File: src/rtl/led_seq_pkg.sv
// Shared FSM state encodings and default parameter constants for the LED
// sequencing controller.
package led_seq_pkg;

  localparam int DEF_PHASE_CYC  = 12_000_000;
  localparam int DEF_BLINKS     = 4;
  localparam int DEF_DEB_CYCLES = 240_000;

  // state   | meaning
  // IDLE    | waiting for a request, LED off
  // ON      | LED lit for one phase
  // OFF     | LED dark for one phase
  // DONE    | one-cycle completion pulse, may relaunch a queued burst
  typedef enum logic [1:0] {
    ST_IDLE = 2'd0,
    ST_ON   = 2'd1,
    ST_OFF  = 2'd2,
    ST_DONE = 2'd3
  } state_t;

endpackage

File: src/rtl/btn_debounce.sv
// Button conditioning: 2-FF synchroniser, optional debounce stage and rising-edge
// detector. The debounce stage is built only when LED_SEQ_DEBOUNCE_EN is defined.
module btn_debounce
  import led_seq_pkg::*;
#(
  parameter int DEB_CYCLES = DEF_DEB_CYCLES
) (
  input  logic clk,
  input  logic rst,
  input  logic btn_in,
  output logic press
);

  logic r_sync1;
  logic r_sync2;
  logic r_prev;
  logic w_level;

  always_ff @(posedge clk or posedge rst) begin
    if (rst) begin
      r_sync1 <= 1'b0;
      r_sync2 <= 1'b0;
    end else begin
      r_sync1 <= btn_in;
      r_sync2 <= r_sync1;
    end
  end

`ifdef LED_SEQ_DEBOUNCE_EN
  localparam int DW = (DEB_CYCLES < 1) ? 1 : $clog2(DEB_CYCLES + 1);
  localparam logic [DW-1:0] DEB_LD = DW'(DEB_CYCLES);

  logic          r_level;
  logic [DW-1:0] r_deb_cnt;

  // The counter is reloaded while the input agrees with the accepted level, so
  // a level change must survive DEB_CYCLES consecutive cycles to be accepted.
  always_ff @(posedge clk or posedge rst) begin
    if (rst) begin
      r_level   <= 1'b0;
      r_deb_cnt <= '0;
    end else if (r_sync2 == r_level) begin
      r_deb_cnt <= DEB_LD;
    end else if (r_deb_cnt <= DW'(1)) begin
      r_level   <= r_sync2;
      r_deb_cnt <= DEB_LD;
    end else begin
      r_deb_cnt <= r_deb_cnt - DW'(1);
    end
  end

  assign w_level = r_level;
`else
  assign w_level = r_sync2;
`endif

  always_ff @(posedge clk or posedge rst) begin
    if (rst) r_prev <= 1'b0;
    else     r_prev <= w_level;
  end

  assign press = w_level & ~r_prev;

endmodule

File: src/rtl/led_seq_ctrl.sv
// LED blink-burst sequencer: FSM, phase/pair down-counters and a one-deep request
// queue. Button debounce is enabled by defining LED_SEQ_DEBOUNCE_EN.
module led_seq_ctrl
  import led_seq_pkg::*;
#(
  parameter int PHASE_CYC  = DEF_PHASE_CYC,
  parameter int BLINKS     = DEF_BLINKS,
  parameter int DEB_CYCLES = DEF_DEB_CYCLES
) (
  input  logic clk,
  input  logic rst,
  input  logic btn_in,
  input  logic start,
  output logic led_drive,
  output logic busy,
  output logic done
);

  localparam int PW = $clog2(PHASE_CYC);
  localparam logic [PW-1:0] PHASE_LD = PW'(PHASE_CYC - 1);
  localparam logic [7:0]    PAIR_LD  = 8'(BLINKS - 1);

  state_t        r_state;
  state_t        w_next;
  logic [PW-1:0] r_phase;
  logic [PW-1:0] w_phase_nxt;
  logic [7:0]    r_pair;
  logic [7:0]    w_pair_nxt;
  logic          r_pending;
  logic          w_pending_nxt;
  logic          w_press;
  logic          w_req;

  btn_debounce #(
    .DEB_CYCLES(DEB_CYCLES)
  ) u_btn (
    .clk   (clk),
    .rst   (rst),
    .btn_in(btn_in),
    .press (w_press)
  );

  assign w_req = start | w_press;

  always_ff @(posedge clk or posedge rst) begin
    if (rst) begin
      r_state   <= ST_IDLE;
      r_phase   <= '0;
      r_pair    <= '0;
      r_pending <= 1'b0;
    end else begin
      r_state   <= w_next;
      r_phase   <= w_phase_nxt;
      r_pair    <= w_pair_nxt;
      r_pending <= w_pending_nxt;
    end
  end

  // Outputs decode straight from the state register so reset clears them at once.
  always_comb begin
    w_next        = r_state;
    w_phase_nxt   = r_phase;
    w_pair_nxt    = r_pair;
    w_pending_nxt = r_pending;
    led_drive     = 1'b0;
    busy          = 1'b0;
    done          = 1'b0;
    case (r_state)
      ST_IDLE: begin
        if (w_req) begin
          w_next      = ST_ON;
          w_phase_nxt = PHASE_LD;
          w_pair_nxt  = PAIR_LD;
        end
      end
      ST_ON: begin
        led_drive = 1'b1;
        busy      = 1'b1;
        if (w_req) w_pending_nxt = 1'b1;
        if (r_phase == '0) begin
          w_next      = ST_OFF;
          w_phase_nxt = PHASE_LD;
        end else begin
          w_phase_nxt = r_phase - PW'(1);
        end
      end
      ST_OFF: begin
        busy = 1'b1;
        if (w_req) w_pending_nxt = 1'b1;
        if (r_phase == '0) begin
          if (r_pair == '0) begin
            w_next = ST_DONE;
          end else begin
            w_next      = ST_ON;
            w_pair_nxt  = r_pair - 8'd1;
            w_phase_nxt = PHASE_LD;
          end
        end else begin
          w_phase_nxt = r_phase - PW'(1);
        end
      end
      ST_DONE: begin
        done = 1'b1;
        // A request landing in DONE is queued and consumed in the same cycle;
        // if one was already queued, the new one re-arms the queue.
        if (r_pending | w_req) begin
          w_next        = ST_ON;
          w_phase_nxt   = PHASE_LD;
          w_pair_nxt    = PAIR_LD;
          w_pending_nxt = r_pending & w_req;
        end else begin
          w_next = ST_IDLE;
        end
      end
      default: w_next = ST_IDLE;
    endcase
  end

endmodule

File: config.mk
export PLATFORM = sky130hd
export DESIGN_NAME = led_seq_ctrl
export DESIGN_NICKNAME = d
export VERILOG_FILES = /design/src/rtl/led_seq_pkg.sv /design/src/rtl/btn_debounce.sv /design/src/rtl/led_seq_ctrl.sv
export SDC_FILE = /design/constraint.sdc
export NUM_CORES = 1
export LEC_CHECK = 0
export ABC_CLOCK_PERIOD_IN_PS = 2900
export BUFFER_PORTS_ARGS = -buffer_cell sky130_fd_sc_hd__buf_2
export CAP_MARGIN = 20
export CORE_MARGIN = 1
export CORE_UTILIZATION = 30
export CTS_CLUSTER_DIAMETER = 40
export DETAILED_ROUTE_END_ITERATION = 7
export GPL_TIMING_DRIVEN = 1
export PLACE_DENSITY = 0.56
export SYNTH_ARGS = -nofsm -noshare
export SYNTH_HDL_FRONTEND = slang
export SYNTH_HIERARCHICAL = 1
export SYNTH_SLANG_ARGS = --single-unit
File: constraint.sdc
create_clock -name clk -period 2.9 [get_ports clk]
set_clock_uncertainty 0.15 [all_clocks]
set_input_delay 0.29 -clock clk [delete_from_list [all_inputs] [get_ports clk]]
set_output_delay 0.29 -clock clk [all_outputs]
set_load 0.005 [all_outputs]
==> results of run 1 <==
## area by class of cell
type	count	area [um^2]
Fill cell	781	4580
Multi-Input combinational cell	194	1230
Sequential cell	38	951
Timing Repair Buffer	25	178
Tap cell	99	124
Clock buffer	6	82.6
Clock inverter	2	60.1
Inverter	12	45.0
## per-layer routing
| layer | GRT usage (%) | vias to the layer above | wire length, um |
|---|---|---|---|
| li1 | - | 1008 | - |
| met1 | 20.1 | 991 | 2700 |
| met2 | 24.8 | 14 | 2500 |
| met3 | 2.80 | 8 | 103 |
| met4 | 4.84 | 0 | 68 |
| met5 | 0 | - | 0 |
## worst max-delay path, stage by stage, from the launching register on
cell,delay (ps)
sky130_fd_sc_hd__dfrtp_1,370
sky130_fd_sc_hd__or4_1,550
sky130_fd_sc_hd__or4_4,510
sky130_fd_sc_hd__or4_4,560
sky130_fd_sc_hd__or4_1,410
sky130_fd_sc_hd__a21oi_1,140
## stage by stage
step                      utilization [%]  std cells  power [uW]  cell area, um^2  hold WS (ps)
after floorplan                         -        252        1070             2260          -106
after global placement               34.5        366        1320             2500          16.3
after detailed placement             34.5        366        1330             2500          18.3
after CTS                            36.8        376        1900             2670           183
after global routing                 36.8        376        2010             2670           214
final                                36.8        376        1880             2670           190
## where the power goes
part           leakage, uW  internal [uW]  switching [uW]
registers         0.000422            577            53.3
logic             0.000493            236             443
clock network    0.0000714            367             203
## registers in the layout, summed over array words and instances (netlist names)
| name | count |
|---|---|
| u_btn/r_sync2 | 1 |
| u_btn/r_sync1 | 1 |
| r_phase | 24 |
| u_btn/r_prev | 1 |
| r_pending | 1 |
| r_state | 2 |
| r_pair | 8 |
## final timing paths
check,from,end,slack (ps)
min in group asynchronous,rst,u_btn/r_prev,240
min,start,r_state[0],190
min reg2reg,u_btn/r_sync1,u_btn/r_sync2,210
max reg2reg,r_phase[11],r_phase[22],140
max,r_phase[11],r_phase[22],140
max in group asynchronous,rst,r_phase[22],1360
## logic make-up (layout without fill, tap and decap cells)
kind of cell	count (synthesis)	count (layout)	synth area share, %
and+or+nand+nor	117	117	28.7
AOI/OAI and AO/OA	65	65	19.3
DFF	38	38	42.2
buffers and inverters	20	45	3.44
adders and majority gates	9	9	4.99
muxes	2	2	0.943
xor gates and xnor gates	1	1	0.389
## what timing repair did
item,4_1_cts,5_1_grt
buffers inserted,0,0
resized for setup,0,1
endpoints found under the hold margin,20,0
setup endpoints to repair,0,1
hold buffers,2,0
## cells in the mapped netlist (2+ instances only)
library cell,instances
sky130_fd_sc_hd__or4_1,11
sky130_fd_sc_hd__o41ai_1,4
sky130_fd_sc_hd__or3_1,3
sky130_fd_sc_hd__nand4_1,6
sky130_fd_sc_hd__a21boi_0,2
sky130_fd_sc_hd__o311ai_0,2
sky130_fd_sc_hd__o22a_1,2
sky130_fd_sc_hd__o21ai_0,10
sky130_fd_sc_hd__o31ai_1,11
sky130_fd_sc_hd__inv_1,12
sky130_fd_sc_hd__nor2_1,20
sky130_fd_sc_hd__or3b_2,2
sky130_fd_sc_hd__nor3_1,18
sky130_fd_sc_hd__and3_1,2
sky130_fd_sc_hd__nand2_1,16
sky130_fd_sc_hd__ha_1,9
sky130_fd_sc_hd__clkbuf_1,6
sky130_fd_sc_hd__nor4_1,7
sky130_fd_sc_hd__a21oi_1,19
sky130_fd_sc_hd__and4_1,3
sky130_fd_sc_hd__nand4b_1,2
sky130_fd_sc_hd__o21a_1,3
sky130_fd_sc_hd__nand3_1,15
sky130_fd_sc_hd__nor2b_1,2
sky130_fd_sc_hd__or2_2,5
sky130_fd_sc_hd__dfrtp_1,38
sky130_fd_sc_hd__a31o_2,2
==> impl_metrics.csv, run 1 <==
group,metric,value,unit
run_status,outcome,"completed",
drt,detail_route.wl_per_cell,14.3,um
clock_tree,clockBufferDepth,2,
yosys,ys.warnings.count,6,
clock_tree,tritoncts,"built",
hold_path,timing.hold.worst.class,"in2reg",
drt,num_vias,2021,
yosys,syn-num-nets,265,
yosys,synth.area.top_cells,"sky130_fd_sc_hd__dfrtp_1, sky130_fd_sc_hd__ha_1, sky130_fd_sc_hd__a21oi_1, sky130_fd_sc_hd__nor3_1, sky130_fd_sc_hd__o31ai_1",
grt,largest_net_degree_at_the_start_of_global_routing,20,
sta,worst_pin_slew,695,ps
power,power.static_leakage,0.000986,uW
sta,postLayoutSetupSlackWorst,138,ps
power,ir_drop,0.350,mV
yosys,synth-edff-count,0,
yosys,syn_avg_cell_area,8.95,um^2
yosys,netlist-cell-type-count,47,
placed_design,gp_congestion,0.839,
clock_tree,clock-sinks,38,
finish,layout_commonest_cell,"sky130_fd_sc_hd__dfrtp_1",
sta,max_slew_violation_count,0,
drt,drt-total-wl,5370,um
setup_path,critPathCaptureType,"flop",
finish,drive_above_1_share,16.6,%
grt,antenna_found_initial,0,
yosys,synthFlopType,"sky130_fd_sc_hd__dfrtp_1",
drt,drt_drc_violations_left,0,
grt,grt_usage,15.1,%
sta,fmax,362,MHz
grt,grt.overflow.total,0,
clock_tree,cts_root_buffer,"sky130_fd_sc_hd__clkbuf_8",
finish,top_library_cells_by_usage_in_the_layout_fill_and_taps_aside,"sky130_fd_sc_hd__dfrtp_1, sky130_fd_sc_hd__nor2_1, sky130_fd_sc_hd__a21oi_1",
clock_tree,cts.htree.levels,2,
yosys,synthCells,252,
sta,grt_setup_unrepaired,"false",
yosys,synth_async_sr_flop_share,100,%
grt,wire_length_of_the_first_global_routing_pass,9090,um
yosys,synth.yosys.seq_area_share,42.2,%
setup_path,critical_path.startpoint_type,"flop",
power,power_per_cell_area,704,nW/um^2
clock_tree,clock_insertion_delay_worst_skew,300,ps
drt,route.antenna.remaining_nets,0,
setup_path,setup.worst_path.class,"reg2reg",
run,max_cap_violations,0,
drt,dr.pass1.iters,4,
clock_tree,worst_setup_hold_path_clk_slew,80,ps
floorplan,floorplan.die.width,88.7,um
floorplan,vertical_die_dimension,88.7,um
floorplan,ioPinCount,7,
floorplan,die_outline_area,7870,um^2
sta,fin_tns_setup,0,ps
finish,synth_to_final_area_change,18.4,%
setup_path,crit_arrival,2830,ps
placed_design,dpl_worst_slack,132,ps
sta,finalHoldViolations,0,
yosys,area_leader_netlist,"sky130_fd_sc_hd__dfrtp_1",
finish,finish.net_count,289,
setup_path,timing.reg2reg.worst_path_depth,5,
setup_path,path_max_fanout,6,
yosys,mappedNetlistArea,2250,um^2
setup_path,cp_data_required_time,2970,ps
drt,detail_route.vias_per_cell,5.38,
clock_tree,cts-buffers-inserted,5,
placed_design,dp_hpwl,3880,um
yosys,synth.top_cell.area_share,42.2,%
sta,slew_headroom,53.6,%
floorplan,floorplan.initialDensity,31.1,%
finish,number_of_inserted_diodes,0,
sta,finalSetupViolations,0,
drt,first_iter_violations,138,
placed_design,portBuffers,6,
floorplan,std_cell_rows,31,
yosys,postSynthRegisterBits,38,
hold_path,min_delay_path_depth,4,
sta,min_period_over_period,95.2,%
sta,fin_crit,2760,ps
floorplan,core-area,7250,um^2
grt,via_count_of_the_first_global_routing_pass,1919,
Note: power is estimated with default switching activity, not from simulation.
==> inputs of run 2 (changes only) <==
SETUP_SLACK_MARGIN = 0.4   (was default)
==> impl_metrics.csv, run 2 (synthesized netlist as in run 1, its figures left out) <==
group,metric,value,unit
setup_path,cpPeakStageDelay,550,ps
drt,dr.pass1.iters,4,
placed_design,dpl.cell_count,364,
sta,worst_pin_slew,769,ps
setup_path,critical_path.startpoint_type,"flop",
drt,first_iter_violations,184,
drt,route.antenna.remaining_nets,0,
clock_tree,cts-buffers-inserted,5,
clock_tree,cts.htree.levels,2,
clock_tree,tritoncts,"built",
floorplan,die_outline_area,7870,um^2
finish,drive_above_1_share,27.5,%
sta,grt_setup_unrepaired,"true",
finish,top_reg_by_flops,"r_phase",
clock_tree,cts_root_buffer,"sky130_fd_sc_hd__clkbuf_8",
hold_path,timing.hold.worst.class,"reg2reg",
setup_path,setup.worst_path.class,"reg2reg",
power,power.static_leakage,0.00111,uW
drt,drt_drc_violations_left,0,
sta,max_slew_violation_count,0,
grt,grt_usage,15.5,%
finish,largest_reg_flops,24,
clock_tree,clockBufferDepth,2,
sta,min_period_over_period,94.1,%
sta,finalSetupViolations,0,
finish,largest_registers,"r_phase x24, r_pair x8, r_state x2",
run_status,outcome,"completed",
floorplan,floorplan.initialDensity,31.1,%
sta,final.hold.worst_slack,205,ps
power,ir_drop,0.393,mV
placed_design,gp_congestion,0.847,
setup_path,worst_path_max_delay_cell,"sky130_fd_sc_hd__or4_4",
clock_tree,clock_insertion_delay_worst_skew,300,ps
finish,stdcell_count,390,
placed_design,portBuffers,6,
setup_path,timing.critical_path.mode_cell,"sky130_fd_sc_hd__or4_4",
drt,detail_route.vias_per_cell,5.41,
floorplan,core-area,7250,um^2
run,max_cap_violations,0,
power,total_power,2150,uW
floorplan,std_cell_rows,31,
sta,fin_crit,2730,ps
floorplan,ioPinCount,7,
finish,synth_to_final_area_change,31.2,%
clock_tree,clock-sinks,38,
setup_path,worstPathCellList,"or4_4 > or4_4 > or4_4 > or4_1 > a21oi_1",
floorplan,floorplan.die.width,88.7,um
grt,antenna_found_initial,0,
sta,slew_headroom,48.3,%
drt,detail_route.wl_per_cell,15.1,um
finish,design_area,2960,um^2
clock_tree,worst_setup_hold_path_clk_slew,80,ps
setup_path,crit_arrival,2800,ps
grt,largest_net_degree_at_the_start_of_global_routing,36,
setup_path,critPathCaptureType,"flop",
grt,wire_length_of_the_first_global_routing_pass,9340,um
power,power_per_cell_area,728,nW/um^2
setup_path,cp_data_required_time,2970,ps
drt,num_vias,2108,
finish,number_of_inserted_diodes,0,
finish,finish.net_count,303,
finish,fillerInstances,735,
placed_design,placed_instance_area,2490,um^2
grt,via_count_of_the_first_global_routing_pass,1887,
floorplan,vertical_die_dimension,88.7,um
placed_design,dp_hpwl,3930,um
setup_path,crit_family,"simple AND/OR/NAND/NOR gates",
drt,drt-total-wl,5900,um
setup_path,path_max_fanout,5,
sta,fmax,366,MHz
setup_path,critPathBufInv,0,
sta,finalHoldViolations,0,
finish,top_library_cells_by_usage_in_the_layout_fill_and_taps_aside,"sky130_fd_sc_hd__dfrtp_1, sky130_fd_sc_hd__buf_4, sky130_fd_sc_hd__nor2_1",
grt,grt.overflow.total,0,
finish,layout_commonest_cell,"sky130_fd_sc_hd__dfrtp_1",
-- run 2: changes by cell type in the layout (fill, tap and decap cells not counted), moves of 2 or more --
cell	before	now
sky130_fd_sc_hd__nor4_4	0	2
sky130_fd_sc_hd__nor3_2	0	2
sky130_fd_sc_hd__o21ai_0	10	7
sky130_fd_sc_hd__buf_6	0	7
sky130_fd_sc_hd__buf_4	17	23
sky130_fd_sc_hd__nand2_1	16	13
sky130_fd_sc_hd__nor4_1	7	4
sky130_fd_sc_hd__nand2_2	0	2
sky130_fd_sc_hd__a21oi_2	0	4
sky130_fd_sc_hd__nor3_1	18	15
sky130_fd_sc_hd__o21ai_4	0	2
sky130_fd_sc_hd__a21oi_1	19	15
-- run 2: power breakdown --
group	leakage, uW	total, uW	internal [uW]	switching, uW
combinational	0.000621	956	420	536
clock	0.0000714	568	367	201
sequential	0.000422	629	577	52.6
total	0.00111	2150	1360	790
-- run 2: worst paths after layout --
kind | start | to | slack [ps] | cells after the start
worst max register to register | r_phase[11] | r_phase[22] | 170 | 5
worst min-delay path | u_btn/r_sync1 | u_btn/r_sync2 | 210 | 0
worst max-delay path | r_phase[11] | r_phase[22] | 170 | 5
worst min register to register | u_btn/r_sync1 | u_btn/r_sync2 | 210 | 0
min in group asynchronous | rst | u_btn/r_sync1 | 260 | 3
max in group asynchronous | rst | r_phase[22] | 1740 | 4
-- run 2: timing repair --
action	4_1_cts	5_1_grt
pin swaps	5	11
hold endpoints to repair	39	0
buffers inserted	3	13
hold buffers	2	0
setup endpoints to repair	23	31
gates resized for setup	23	21
-- run 2: area by class of cell --
class                      instances  area (um^2)  area share [%]
sequential                        38          951            32.1
timing repair buffer              39          317            10.7
clock inverter                     2         60.1            2.03
tap                               99          124            4.19
multi-input combinational        194         1380            46.6
inverter                          12         45.0            1.52
clock buffer                       6         82.6            2.79
-- run 2: routing by layer --
metal	vias to the layer above	GRT usage, %	part of all wire, %
met5	-	0	0
met4	0	4.69	1.0
met3	5	2.80	3.7
met2	42	26.1	49
met1	1023	20.3	46
li1	1038	-	-
-- run 2: worst reg2reg max path: stages (launching register included) --
cell                      delay [ps]
sky130_fd_sc_hd__dfrtp_1         380
sky130_fd_sc_hd__or4_4           540
sky130_fd_sc_hd__or4_4           490
sky130_fd_sc_hd__or4_4           550
sky130_fd_sc_hd__or4_1           420
sky130_fd_sc_hd__a21oi_1         130
-- run 2: through the flow --
step	util, %	TNS [ps]	worst slack (ps)
2_1_floorplan	-	-29.8	-29.8
4_1_cts	38.2	0	167
5_1_grt	40.8	0	91.2
3_5_place_dp	34.3	0	151
6_report	40.8	0	170
3_3_place_gp	34.3	0	156
==> inputs of run 3 (changes only) <==
MAX_ROUTING_LAYER = met4   (was default)
==> impl_metrics.csv, run 3 (synthesized netlist as in run 1, its figures left out) <==
group,metric,value,unit
sta,fin_crit,2740,ps
setup_path,crit_start,"r_phase[11]",
finish,finalCoreUtilization,40.8,%
setup_path,timing.rr.start,"r_phase[11]",
placed_design,gp_congestion,0.860,
hold_path,holdPathEnd,"u_btn/r_sync2",
placed_design,portBuffers,6,
finish,largest_registers,"r_phase x24, r_pair x8, r_state x2",
clock_tree,clock-sinks,38,
power,ir_drop,0.393,mV
setup_path,setup.worst_path.class,"reg2reg",
drt,detail_route.wl_per_cell,15.2,um
floorplan,die_outline_area,7870,um^2
finish,largest_reg_flops,24,
floorplan,floorplan.die.width,88.7,um
clock_tree,clockBufferDepth,2,
power,total_power,2160,uW
sta,finalHoldViolations,0,
grt,busiest_layer,"met2",
setup_path,timing.reg2reg.worst_path_depth,5,
finish,layout_commonest_cell,"sky130_fd_sc_hd__dfrtp_1",
finish,synth_to_final_area_change,31.2,%
clock_tree,cts.htree.levels,2,
clock_tree,worst_setup_hold_path_clk_slew,80,ps
floorplan,core-area,7250,um^2
drt,num_vias,2103,
finish,top_library_cells_by_usage_in_the_layout_fill_and_taps_aside,"sky130_fd_sc_hd__dfrtp_1, sky130_fd_sc_hd__buf_4, sky130_fd_sc_hd__nor2_1",
sta,min_period_over_period,94.3,%
grt,gr-usage-met2,26.0,%
hold_path,min_delay_path_depth,0,
sta,slew_headroom,48.9,%
grt,wire_length_of_the_first_global_routing_pass,9340,um
grt,antenna_found_initial,0,
finish,finish.net_count,303,
sta,fmax,366,MHz
drt,route.antenna.remaining_nets,0,
sta,worst_pin_slew,760,ps
drt,dr.pass1.iters,4,
drt,detail_route.vias_per_cell,5.39,
drt,drt_drc_violations_left,0,
clock_tree,clock_insertion_delay_worst_skew,300,ps
setup_path,crit_arrival,2810,ps
floorplan,ioPinCount,7,
floorplan,std_cell_rows,31,
drt,first_iter_violations,176,
power,power.static_leakage,0.00111,uW
floorplan,vertical_die_dimension,88.7,um
hold_path,hold_path.startpoint,"u_btn/r_sync1",
run,max_cap_violations,0,
clock_tree,cts_root_buffer,"sky130_fd_sc_hd__clkbuf_8",
grt,via_count_of_the_first_global_routing_pass,1881,
sta,finalSetupViolations,0,
setup_path,regToRegEndpoint,"r_phase[22]",
sta,grt_setup_unrepaired,"true",
grt,met3_usage,2.80,%
clock_tree,cts-buffers-inserted,5,
run_status,outcome,"completed",
setup_path,cp_data_required_time,2970,ps
setup_path,rrSetupSlack,160,ps
hold_path,timing.hold.worst.class,"reg2reg",
setup_path,path_max_fanout,5,
power,power_per_cell_area,728,nW/um^2
sta,final.hold.worst_slack,205,ps
placed_design,dp_hpwl,3930,um
finish,top_reg_by_flops,"r_phase",
setup_path,critPathCaptureType,"flop",
clock_tree,tritoncts,"built",
floorplan,floorplan.initialDensity,31.1,%
sta,max_slew_violation_count,0,
finish,drive_above_1_share,27.5,%
setup_path,critical_path.startpoint_type,"flop",
grt,global_route_met1_usage,20.4,%
grt,grt.overflow.total,0,
grt,largest_net_degree_at_the_start_of_global_routing,36,
drt,drt-total-wl,5930,um
grt,grt_usage,16.0,%
finish,number_of_inserted_diodes,0,
==> run 3: cell counts in the layout (fill, tap and decap cells not counted) <==
Identical to the previous run, type by type.
==> run 3: layer usage <==
layer	wire, um	up-vias
met4	74	0
met5	0	-
li1	-	1032
met3	168	8
met2	2940	39
met1	2750	1024
==> run 3: worst max-delay path by stage <==
stage                  endpoint  cells past startpoint
floorplan           r_phase[22]                      7
global placement     r_phase[5]                      6
detailed placement  r_phase[22]                      5
CTS                 r_phase[22]                      5
global route        r_phase[22]                      5
finish              r_phase[22]                      5
==> run 3: layout make-up <==
class / count / area, um^2
well taps: 99 / 124
flip-flops and latches: 38 / 951
clock inverters: 2 / 60.1
repair buffers: 39 / 317
multi-input cells: 194 / 1380
clock buffers: 6 / 82.6
inverters: 12 / 45.0
fillers: 735 / 4290
==> run 3: metrics by stage <==
stage | setup TNS [ps] | std cells | cell area [um^2] | setup WS [ps]
floorplan | -29.8 | 252 | 2260 | -29.8
global placement | 0 | 364 | 2490 | 156
detailed placement | 0 | 364 | 2490 | 151
CTS | 0 | 377 | 2770 | 167
global route | 0 | 390 | 2960 | 91.2
finish | 0 | 390 | 2960 | 164
==> run 3: what timing repair did <==
action / 4_1_cts / 5_1_grt
setup endpoints to repair: 23 / 31
buffers inserted: 3 / 13
hold endpoints to repair: 39 / 0
pin swaps: 5 / 11
hold buffers: 2 / 0
gates resized for setup: 23 / 21
cloned: 0 / 0
==> run 3: where the power goes <==
part	leakage, uW	total, uW	switching, uW	internal [uW]
clock network	0.0000714	569	201	367
logic	0.000621	957	537	421
registers	0.000422	630	52.9	577
==> run 3: critical path, stage by stage, from the launching register on <==
cell and delay, ps:
sky130_fd_sc_hd__dfrtp_1 380, sky130_fd_sc_hd__or4_4 530, sky130_fd_sc_hd__or4_4 490, sky130_fd_sc_hd__or4_4 550, sky130_fd_sc_hd__or4_1 420, sky130_fd_sc_hd__a21oi_1 140
